===== src/rtl/mem_block_copy.sv =====
// Bus-initiator block copy engine: reads a word, writes it, advances both pointers.
// Drives the same MNONE/MREAD/MWRITE protocol as the CPU; idle drives MNONE.
module mem_block_copy #(
    parameter int A = 9,
    parameter int W = 16
) (
    input  logic         clk,
    input  logic         reset,
    input  logic         start,
    input  logic [A-1:0] src_addr,
    input  logic [A-1:0] dst_addr,
    input  logic [A-1:0] len,
    input  logic [W-1:0] r_data,
    output logic [1:0]   mem_cmd,
    output logic [A-1:0] mem_addr,
    output logic [W-1:0] w_data,
    output logic         busy,
    output logic         done
);

    localparam logic [2:0] S_IDLE    = 3'd0;
    localparam logic [2:0] S_RD_ADDR = 3'd1;
    localparam logic [2:0] S_RD_WAIT = 3'd2;
    localparam logic [2:0] S_WR      = 3'd3;
    localparam logic [2:0] S_DONE    = 3'd4;

    localparam logic [1:0] MNONE  = 2'b00;
    localparam logic [1:0] MREAD  = 2'b01;
    localparam logic [1:0] MWRITE = 2'b11;

    localparam logic [A-1:0] ONE = A'(1);

    logic [2:0]   state;
    logic [A-1:0] src_ptr;
    logic [A-1:0] dst_ptr;
    logic [A-1:0] cnt;
    logic [W-1:0] data_buf;

    always_ff @(posedge clk or posedge reset) begin
        if (reset) begin
            state    <= S_IDLE;
            src_ptr  <= '0;
            dst_ptr  <= '0;
            cnt      <= '0;
            data_buf <= '0;
        end else begin
            case (state)
                S_IDLE: begin
                    if (start) begin
                        src_ptr <= src_addr;
                        dst_ptr <= dst_addr;
                        cnt     <= len;
                        state   <= (len == '0) ? S_DONE : S_RD_ADDR;
                    end
                end
                S_RD_ADDR: state <= S_RD_WAIT;
                S_RD_WAIT: begin
                    // RAM has had one full cycle with a stable address; capture now
                    data_buf <= r_data;
                    src_ptr  <= src_ptr + ONE;
                    state    <= S_WR;
                end
                S_WR: begin
                    dst_ptr <= dst_ptr + ONE;
                    cnt     <= cnt - ONE;
                    state   <= (cnt == ONE) ? S_DONE : S_RD_ADDR;
                end
                S_DONE:  state <= S_IDLE;
                default: state <= S_IDLE;
            endcase
        end
    end

    always_comb begin
        mem_cmd  = MNONE;
        mem_addr = '0;
        w_data   = '0;
        busy     = (state != S_IDLE);
        done     = (state == S_DONE);
        case (state)
            S_RD_ADDR, S_RD_WAIT: begin
                mem_cmd  = MREAD;
                mem_addr = src_ptr;
            end
            S_WR: begin
                mem_cmd  = MWRITE;
                mem_addr = dst_ptr;
                w_data   = data_buf;
            end
            default: ;
        endcase
    end

endmodule


===== config.mk =====
export PLATFORM = sky130hd
export DESIGN_NAME = mem_block_copy
export DESIGN_NICKNAME = d
export VERILOG_FILES = /design/src/rtl/mem_block_copy.sv
export SDC_FILE = /design/constraint.sdc
export NUM_CORES = 1
export LEC_CHECK = 0
export ABC_AREA = 1
export CORE_ASPECT_RATIO = 0.6
export CORE_MARGIN = 1.5
export CORE_UTILIZATION = 49
export DETAILED_ROUTE_END_ITERATION = 10
export PLACE_DENSITY = 0.81
export SETUP_SLACK_MARGIN = 0.3
export SLEW_MARGIN = 20
export SYNTH_ARGS = -nofsm -noshare
export SYNTH_HDL_FRONTEND = slang
export SYNTH_SLANG_ARGS = --single-unit

===== constraint.sdc =====
create_clock -name clk -period 1.7 [get_ports clk]
set_input_delay 0.255 -clock clk [delete_from_list [all_inputs] [get_ports clk]]
set_output_delay 0.255 -clock clk [all_outputs]
set_load 0.01 [all_outputs]

==> results of run 1 <==
[repair_timing]
action | in CTS | in global routing
pin swaps | 22 | 33
gates resized for setup | 223 | 56
gates cloned | 6 | 1
endpoints found under the setup margin | 69 | 74
setup buffers | 11 | 7
[metrics by stage]
step / util / hold WS [ns] / std cells / setup slack (ns)
floorplan: - / 0.376 / 410 / 0.301
global placement: 0.693 / 0.488 / 574 / -0.140
detailed placement: 0.693 / 0.489 / 574 / -0.180
CTS: 0.796 / 0.232 / 599 / -0.0158
global route: 0.847 / 0.254 / 607 / -0.110
finish: 0.847 / 0.224 / 607 / -0.0564
[per-layer routing]
metal,up-vias,wire (µm),track usage
li1,1544,-,-
met1,1615,4450,0.403
met2,233,4930,0.534
met3,58,957,0.0795
met4,0,470,0.111
met5,-,0,0
[synthesized netlist by cell type]
master / instances / share of area
nand2_1: 116 / 0.16
nor2_1: 61 / 0.082
inv_1: 53 / 0.071
dfrtp_1: 46 / 0.41
o21ai_0: 39 / 0.070
nand3_1: 30 / 0.054
a21oi_1: 14 / 0.025
o22ai_1: 9 / 0.020
buf_2: 7 / 0.013
nand4_1: 5 / 0.011
buf_4: 4 / 0.011
ha_1: 4 / 0.018
inv_2: 3 / 0.0040
a211oi_1: 2 / 0.0054
a22oi_1: 2 / 0.0054
buf_6: 2 / 0.0081
clkbuf_1: 2 / 0.0027
nor2_2: 2 / 0.0045
o21ai_1: 2 / 0.0036
or2_2: 2 / 0.0045
xor2_1: 2 / 0.0063
nand3_4: 1 / 0.0063
nor2_4: 1 / 0.0040
o211ai_1: 1 / 0.0027
[critical path: stages (launching register included)]
cell and delay [ns]:
dfrtp_1 0.43, buf_4 0.15, buf_4 0.14, nor2_4 0.19, nand2_1 0.11, nand2_1 0.07
buf_2 0.13
[report_power, final]
part	total, mW	internal (mW)	switching, mW
Clock	0.720	0.329	0.391
Sequential	2.19	1.66	0.528
Combinational	7.03	3.13	3.90
[how the worst max path moves through the flow]
stage              from     endpoint  slack, ns  cells after the start
2_1_floorplan  state[1]  mem_addr[4]       0.30                      6
3_3_place_gp   state[0]  mem_addr[3]      -0.14                      6
3_5_place_dp   state[0]  mem_addr[3]      -0.18                      6
4_1_cts        state[2]  mem_addr[5]      -0.02                      6
5_1_grt        state[2]  mem_addr[4]      -0.11                      6
6_report       state[2]  mem_addr[4]      -0.06                      6
[state kept, by name (all words and copies together) (netlist names)]
name,flops
dst_ptr,9
state,3
cnt,9
data_buf,16
src_ptr,9
[logic make-up after synthesis]
kind of cell               Yosys count  share of synthesized area
adders and majority gates            4                     0.0179
xor gates and xnor gates             2                    0.00627
DFF                                 46                      0.412
AOI/OAI and AO/OA                   69                      0.132
buffers and inverters               71                      0.109
and+or+nand+nor                    218                      0.322
[layout make-up]
class	count	area, µm²
fill	294	848
inverter	56	223
multi-input combinational	293	1780
timing repair inverter	2	10.0
sequential	46	1150
timing repair buffer	122	1340
tap	80	100
clock inverter	1	5.00
clock buffer	7	86.3
==> out/summary.txt, run 1 <==
Outcome: finished, violations left
Failing checks: setup timing
Final hold viol count: 0
Port bufs: 74
Crit Path Max Fanout: 4
Final Slew Violations: 0
RR Startpoint: state[0]
Drt first pass iters: 5
Worst R2R End: cnt[4]
Longest Clk Path Bufs: 2
TNS Setup: -0.428 ns
# hold bufs at CTS: 0
Synthesized area per cell: 6.81 µm²
R2R Setup Slk: -0.05 ns
CTS buffer count: 5
Max Freq: 569 MHz
Root Driver: clkbuf_8
Clk Latency, worst-skew pair: 0.30 ns
Syn Std Cell Area: 2790 µm²
Die area: 6180 µm²
Post-DRT Antenna Nets: 0
Worst Hold Class: input pin to async pin
Total core area: 5540 µm²
Design Area, Final: 4700 µm²
Yosys warns: 0
DR WL/cell: 17.8 µm
Antenna Cells: 0
VDD IR max: 1.21 mV
Layout area overhead: 68.1%
Leakage power: 2.17 nW
Cell variety after synth: 24
Initial antenna violation count: 0
Fraction of layout cells with a size suffix above 1: 0.326
Placed cell area: 3840 µm²
CTS tree: yes
Cell Pwr Density: 2120 nW/µm²
Die Wd: 100 µm
Gr ovfl total: 0
Worst Path Arrival: 1.50 ns
CP startpoint kind: register
Register area share after synthesis: 0.412
Maxcap violations: 0
Most frequent cells in the layout: nand2_1, inv_1, clkdlybuf4s50_1
Largest net degree at the start of global routing: 26
Final Power: 9.93 mW
First-pass GRT wire length: 14700 µm
I/O Pins: 75
Placer Congestion: 0.867
Slew Limit Headroom: 0.631
Drt drc: 0
Total number of vias: 3450
Final setup fails: 12
R2R depth: 8
Worst Setup End Kind: output pin
Routed WL: 10800 µm
Post-DP HPWL: 5980 µm
Post-Syn Nets: 460
Synthesized flop and latch total: 46
WP data required: 1.44 ns
H-tree lvl count: 2
Clock slew at reported path FFs: 0.09 ns
Iter 0 DRT Violations: 309
Period utilization: 1.03
Most common cell after layout, fill and taps aside: nand2_1
Post-layout nets: 576
All-Layer GR Usage: 0.315
Tmin final: 1.76 ns
CTS Sinks: 46
Die Ht: 61.5 µm
# rows: 21
Vias in the first global route: 3063
Worst-margin pin slew: 0.550 ns
Clock skew: 0.00790 ns
Instance count of the mapped netlist: 410
Via density: 5.68
CP Class: register to output pin
Initial core utilization: 0.504
RSZ-0062 raised after global routing: yes
Fin worst setup slack: -0.0564 ns
Note: power is estimated with default switching activity, not from simulation.
==> run 2: changes to the inputs <==
TNS_END_PERCENT = 30   (was not set)
==> run 2 against run 1 <==
The run still ends with setup timing left; via count decreased by 8.5%; non-clock buffer count decreased by 10; sequential cell count unchanged; die area unchanged; largest cell class unchanged; global-route usage decreased by 3.3 points; utilization decreased by 6.6 points; final cell count decreased by 2.0%; critical endpoint is now mem_addr[7]; power decreased by 13%; routed wire length decreased by 18%; critical path depth unchanged; sequential share of layout area increased by 2.1 points; first-iteration DRC count decreased by 7.8%.
==> out/summary.txt, run 2 (synthesized netlist as in run 1, its figures left out) <==
Pre-CTS setup slack: -0.180 ns (unchanged)
Longest Clk Path Bufs: 2 (unchanged)
Clock Power Share: 0.082 (+0.010)
Most common cell after layout, fill and taps aside: nand2_1
Fin worst setup slack: -0.0579 ns (-0.00149 ns)
CTS tree: yes
Outcome: finished, violations left
Final setup fails: 7 (-5)
Cell Pwr Density: 2000 nW/µm² (-5.3%)
P_int: 4.51 mW (-12%)
Highest-delay cell along the critical path: dfrtp_2
Die area: 6180 µm² (unchanged)
Largest incremental delay on the critical path: 0.45 ns (+0.02 ns)
Via density: 5.30 (-6.7%)
Total number of vias: 3156 (-8.5%)
Slew Limit Headroom: 0.622 (-0.00922)
Most frequent cells in the layout: nand2_1, inv_1, clkdlybuf4s50_1
I/O Pins: 75 (unchanged)
First-pass GRT wire length: 13200 µm (-9.9%)
Fraction of layout cells with a size suffix above 1: 0.264 (-0.0623)
Total core area: 5540 µm² (unchanged)
Post-layout nets: 564 (-2.1%)
Seq pwr share: 0.246 (+0.026)
Worst-margin pin slew: 0.564 ns (+0.0137 ns)
Crit Path Max Fanout: 4 (unchanged)
CTS Sinks: 46 (unchanged)
Vias in the first global route: 2791 (-8.9%)
CP Class: register to output pin
RSZ-0062 raised after global routing: yes
Placed cell area: 3840 µm² (unchanged)
CP Launch Point: state[1]
CP cell instances: nor2_4 -> nor2_2 -> nand2_2 -> buf_4 -> o22ai_1 -> buf_2
Worst path bufs/invs: 2 (-1)
Final Slew Violations: 0 (unchanged)
Comb power frac: 0.672 (-0.035)
Maxcap violations: 0 (unchanged)
Port bufs: 74 (unchanged)
Net Switching: 4.16 mW (-14%)
Gr ovfl total: 0 (unchanged)
Worst Hold Class: input pin to async pin
Cell family with most CP delay: flip-flops
Clock slew at reported path FFs: 0.09 ns (about the same)
CTS buffer count: 5 (unchanged)
Placer Congestion: 0.867 (unchanged)
DP Cell Count: 574 (unchanged)
Clk Latency, worst-skew pair: 0.31 ns (about the same)
Design Area, Final: 4330 µm² (-7.8%)
Worst R2R End: dst_ptr[8]
Layout filler cell count: 394 (+34%)
VDD IR max: 1.25 mV (+2.8%)
Tmin final: 1.76 ns (+0.00149 ns)
Top reg by flops: data_buf
Routed WL: 8870 µm (-18%)
RR Startpoint: state[2]
Die Wd: 100 µm (unchanged)
WHS: 0.225 ns (+0.00110 ns)
Initial antenna violation count: 0 (unchanged)
Finished Layout Cells: 595 (-2.0%)
Worst Setup End Kind: output pin
Leakage power: 2.04 nW (-6.0%)
Max FFs per register: 16 (unchanged)
Crit path depth: 6 (unchanged)
All-Layer GR Usage: 0.282 (-0.0331)
H-tree lvl count: 2 (unchanged)
DR WL/cell: 14.9 µm (-16%)
Sw frac: 0.480 (-0.00506)
TNS Setup: -0.269 ns (+0.159 ns)
Initial core utilization: 0.504 (unchanged)
Max Freq: 569 MHz (about the same)
Clock skew: 0.0104 ns (+0.00250 ns)
Root Driver: clkbuf_8
Layout area overhead: 55.0%
Final Util: 0.781 (-0.0664)
Period utilization: 1.03 (about the same)
Largest net degree at the start of global routing: 26 (unchanged)
R2R Setup Slk: 0.06 ns (+0.11 ns)
Antenna Cells: 0 (unchanged)
Iter 0 DRT Violations: 285 (-7.8%)
Final Power: 8.67 mW (-13%)
Final hold viol count: 0 (unchanged)
Worst Path Arrival: 1.50 ns (about the same)
WP data required: 1.44 ns (about the same)
Die Ht: 61.5 µm (unchanged)
CP startpoint kind: register
Drt drc: 0 (unchanged)
# rows: 21 (unchanged)
Drt first pass iters: 5 (unchanged)
Post-DP HPWL: 5980 µm (unchanged)
Post-DRT Antenna Nets: 0 (unchanged)
# hold bufs at CTS: 0 (unchanged)
R2R depth: 11 (+3)
Failing checks: setup timing
[run 2: cell count changes in the layout (fill, tap and decap cells not counted), moves of 6 or more]
cell     before  now
nor2_4       25   19
nor2_1       35   41
nand2_1     101  108
buf_6        30   22
buf_2         9   15
[run 2: repair_timing]
item | in CTS | in global routing
setup endpoints to repair | 69 | 69
gates resized for setup | 175 | 50
setup buffers | 9 | 3
cloned | 1 | 0
pin swaps | 17 | 22
[run 2: final cells by class]
cell class | instances | area, µm² | share of cell area
clock buffers | 7 | 86.3 | 0.0199
clock inverters | 1 | 5.00 | 0.00116
inverters | 56 | 230 | 0.0532
multi-input cells | 293 | 1630 | 0.376
flip-flops and latches | 46 | 1150 | 0.267
well taps | 80 | 100 | 0.0231
repair buffers | 112 | 1120 | 0.260
[run 2: power groups by stage]
| stage | clock, mW | sequential (mW) | combinational (mW) |
|---|---|---|---|
| floorplan | 0 | 1.97 | 2.96 |
| global placement | 0 | 2.05 | 4.50 |
| detailed placement | 0 | 2.08 | 4.66 |
| CTS | 0.708 | 2.09 | 5.28 |
| global route | 0.771 | 2.19 | 6.33 |
| finish | 0.713 | 2.13 | 5.82 |
[run 2: how the worst max path moves through the flow]
stage	endpoint	slack [ns]
after CTS	mem_addr[5]	-0.02
after global routing	mem_cmd[1]	-0.09
after global placement	mem_addr[3]	-0.14
after floorplan	mem_addr[4]	0.30
after detailed placement	mem_addr[3]	-0.18
final	mem_addr[7]	-0.06
[run 2: metal layers]
metal  GRT usage  vias up  routed length, µm
met2       0.455      161               4170
met4      0.0785        0                193
met3      0.0692       30                685
met1       0.386     1456               3820
li1            -     1509                  -
met5           0        -                  0
==> run 3: changes to the inputs <==
TNS_END_PERCENT = 5   (was 30)
==> run 3 against run 2 <==
Clock-buffer cell count unchanged; largest power group unchanged; first-iteration DRC count unchanged; routed wire length about the same; the flow still finishes with violations (setup timing); clock power down 11%; critical path type unchanged; non-clock buffer count down 3.
==> out/summary.txt, run 3 (synthesized netlist as in run 1, its figures left out) <==
Initial core utilization: 0.504 (unchanged)
Comb power frac: 0.668 (-0.004)
Most frequent cells in the layout: nand2_1, inv_1, clkdlybuf4s50_1
Worst Setup End Kind: output pin
Layout filler cell count: 381 (-3.3%)
Post-DP HPWL: 5850 µm (-2.3%)
Area of the multi-input gates: 1560 µm² (-4.2%)
CTS Sinks: 46 (unchanged)
Die Wd: 100 µm (unchanged)
WHS: 0.305 ns (+0.0791 ns)
Vias in the first global route: 2685 (-3.8%)
Met2 Usage GRT: 0.441 (-0.0136)
Drt drc: 0 (unchanged)
GRT busiest layer: met2
Clock Power Share: 0.077 (-0.005)
# hold bufs at CTS: 0 (unchanged)
Final Power: 8.31 mW (-4.1%)
Final Slew Violations: 0 (unchanged)
DR WL/cell: 15.0 µm (+0.73%)
Worst-margin pin slew: 0.382 ns (-0.182 ns)
Outcome: finished, violations left
WP data required: 1.44 ns (about the same)
Total number of vias: 3120 (-1.1%)
P_int: 4.34 mW (-3.7%)
Leakage power: 1.99 nW (-2.5%)
Initial antenna violation count: 0 (unchanged)
Seq pwr share: 0.256 (+0.010)
CP startpoint kind: register
Longest Clk Path Bufs: 2 (unchanged)
CTS buffer count: 5 (unchanged)
Largest incremental delay on the critical path: 0.45 ns (about the same)
RSZ-0062 raised after global routing: yes
Largest net degree at the start of global routing: 47 (+81%)
First-pass GRT wire length: 13200 µm (-0.11%)
Total core area: 5540 µm² (unchanged)
VDD IR max: 0.875 mV (-30%)
Worst Path Arrival: 1.57 ns (+0.07 ns)
Routed WL: 8870 µm (about the same)
Post-DRT Antenna Nets: 0 (unchanged)
All-Layer GR Usage: 0.280 (-0.00196)
Grt met3 use: 0.0613 (-0.00795)
Clock skew: 0.00824 ns (-0.00216 ns)
CP Class: register to output pin
Worst Hold Class: input pin to async pin
Fin worst setup slack: -0.124 ns (-0.0663 ns)
Via density: 5.28 (-0.47%)
Top reg by flops: data_buf
I/O Pins: 75 (unchanged)
Iter 0 DRT Violations: 285 (unchanged)
Die area: 6180 µm² (unchanged)
Placer Congestion: 0.853 (-1.6%)
Sw frac: 0.478 (-0.00240)
Tmin final: 1.82 ns (+0.0663 ns)
Clock slew at reported path FFs: 0.08 ns (about the same)
# rows: 21 (unchanged)
Cell family with most CP delay: buffers and inverters
Net Switching: 3.97 mW (-4.6%)
Drt first pass iters: 5 (unchanged)
Highest-delay cell along the critical path: dfrtp_1
Most common cell after layout, fill and taps aside: nand2_1
Final setup fails: 13 (+6)
Crit Path Max Fanout: 5 (+1)
Clk Latency, worst-skew pair: 0.29 ns (-0.02 ns)
FF/Latch Area: 1150 µm² (unchanged)
R2R Setup Slk: 0.06 ns (about the same)
Max FFs per register: 16 (unchanged)
CP cell instances: inv_2 -> nand3_4 -> buf_6 -> buf_16 -> o22ai_2 -> buf_2
CTS tree: yes
Gr ovfl total: 0 (unchanged)
Post-layout nets: 561 (-0.53%)
Slew Limit Headroom: 0.745 (+0.123)
Fraction of layout cells with a size suffix above 1: 0.227 (-0.0371)
Max Freq: 548 MHz (-3.6%)
Final hold viol count: 0 (unchanged)
Port bufs: 74 (unchanged)
Maxcap violations: 0 (unchanged)
Failing checks: setup timing
H-tree lvl count: 2 (unchanged)
Antenna Cells: 0 (unchanged)
Met1 Use GR: 0.401 (+0.0152)
Period utilization: 1.07 (+0.0390)
Root Driver: clkbuf_8
Cell Pwr Density: 1980 nW/µm² (-0.88%)
Die Ht: 61.5 µm (unchanged)
Worst path bufs/invs: 4 (+2)
Layout area overhead: 49.9%
run 3: worst paths after layout:
check | startpoint | endpoint | cells past startpoint
max reg2reg | state[1] | cnt[4] | 8
min in group clk | dst_ptr[8] | dst_ptr[8] | 2
min | reset | data_buf[10] | 3
min reg2reg | dst_ptr[8] | dst_ptr[8] | 2
max | state[2] | mem_addr[6] | 6
max in group asynchronous | reset | data_buf[14] | 3
run 3: worst register-to-register path: stages, from the launching register on:
cell	delay, ns
dfrtp_2	0.45
buf_6	0.13
nor2_4	0.11
buf_4	0.16
inv_1	0.07
nor2_2	0.31
buf_4	0.20
a211oi_1	0.05
nor2_1	0.11
run 3: power by group through the flow:
| stage | combinational, mW | clock (mW) | sequential (mW) |
|---|---|---|---|
| 2_1_floorplan | 2.93 | 0 | 1.96 |
| 3_3_place_gp | 4.36 | 0 | 2.08 |
| 3_5_place_dp | 4.48 | 0 | 2.11 |
| 4_1_cts | 5.10 | 0.651 | 2.08 |
| 5_1_grt | 6.08 | 0.702 | 2.19 |
| 6_report | 5.55 | 0.637 | 2.12 |
run 3: area by class of cell:
| type | count | share of cell area |
|---|---|---|
| clock buffer | 7 | 0.0182 |
| timing repair buffer | 109 | 0.257 |
| sequential | 46 | 0.276 |
| inverter | 56 | 0.0532 |
| multi-input combinational | 293 | 0.372 |
| tap | 80 | 0.0239 |
run 3: timing repair:
action                     in CTS  in global routing
cloned                          1                  0
setup buffers                  14                  1
resized for setup             164                 32
pin swaps                      13                 14
setup endpoints to repair      54                 74
run 3: metrics by stage:
step | utilization | instance area (µm²) | setup WS, ns | cells | TNS (ns)
finish | 0.755 | 4190 | -0.124 | 591 | -0.716
detailed placement | 0.683 | 3790 | -0.159 | 568 | -1.65
global placement | 0.683 | 3790 | -0.125 | 568 | -0.917
global route | 0.755 | 4190 | -0.183 | 591 | -1.52
floorplan | - | 2870 | 0.268 | 410 | 0
CTS | 0.736 | 4080 | -0.0796 | 590 | -0.288
run 3: routing by layer:
layer | vias up | wire length [µm]
li1 | 1498 | -
met1 | 1455 | 3960
met2 | 155 | 4120
met3 | 12 | 712
met4 | 0 | 80
met5 | - | 0
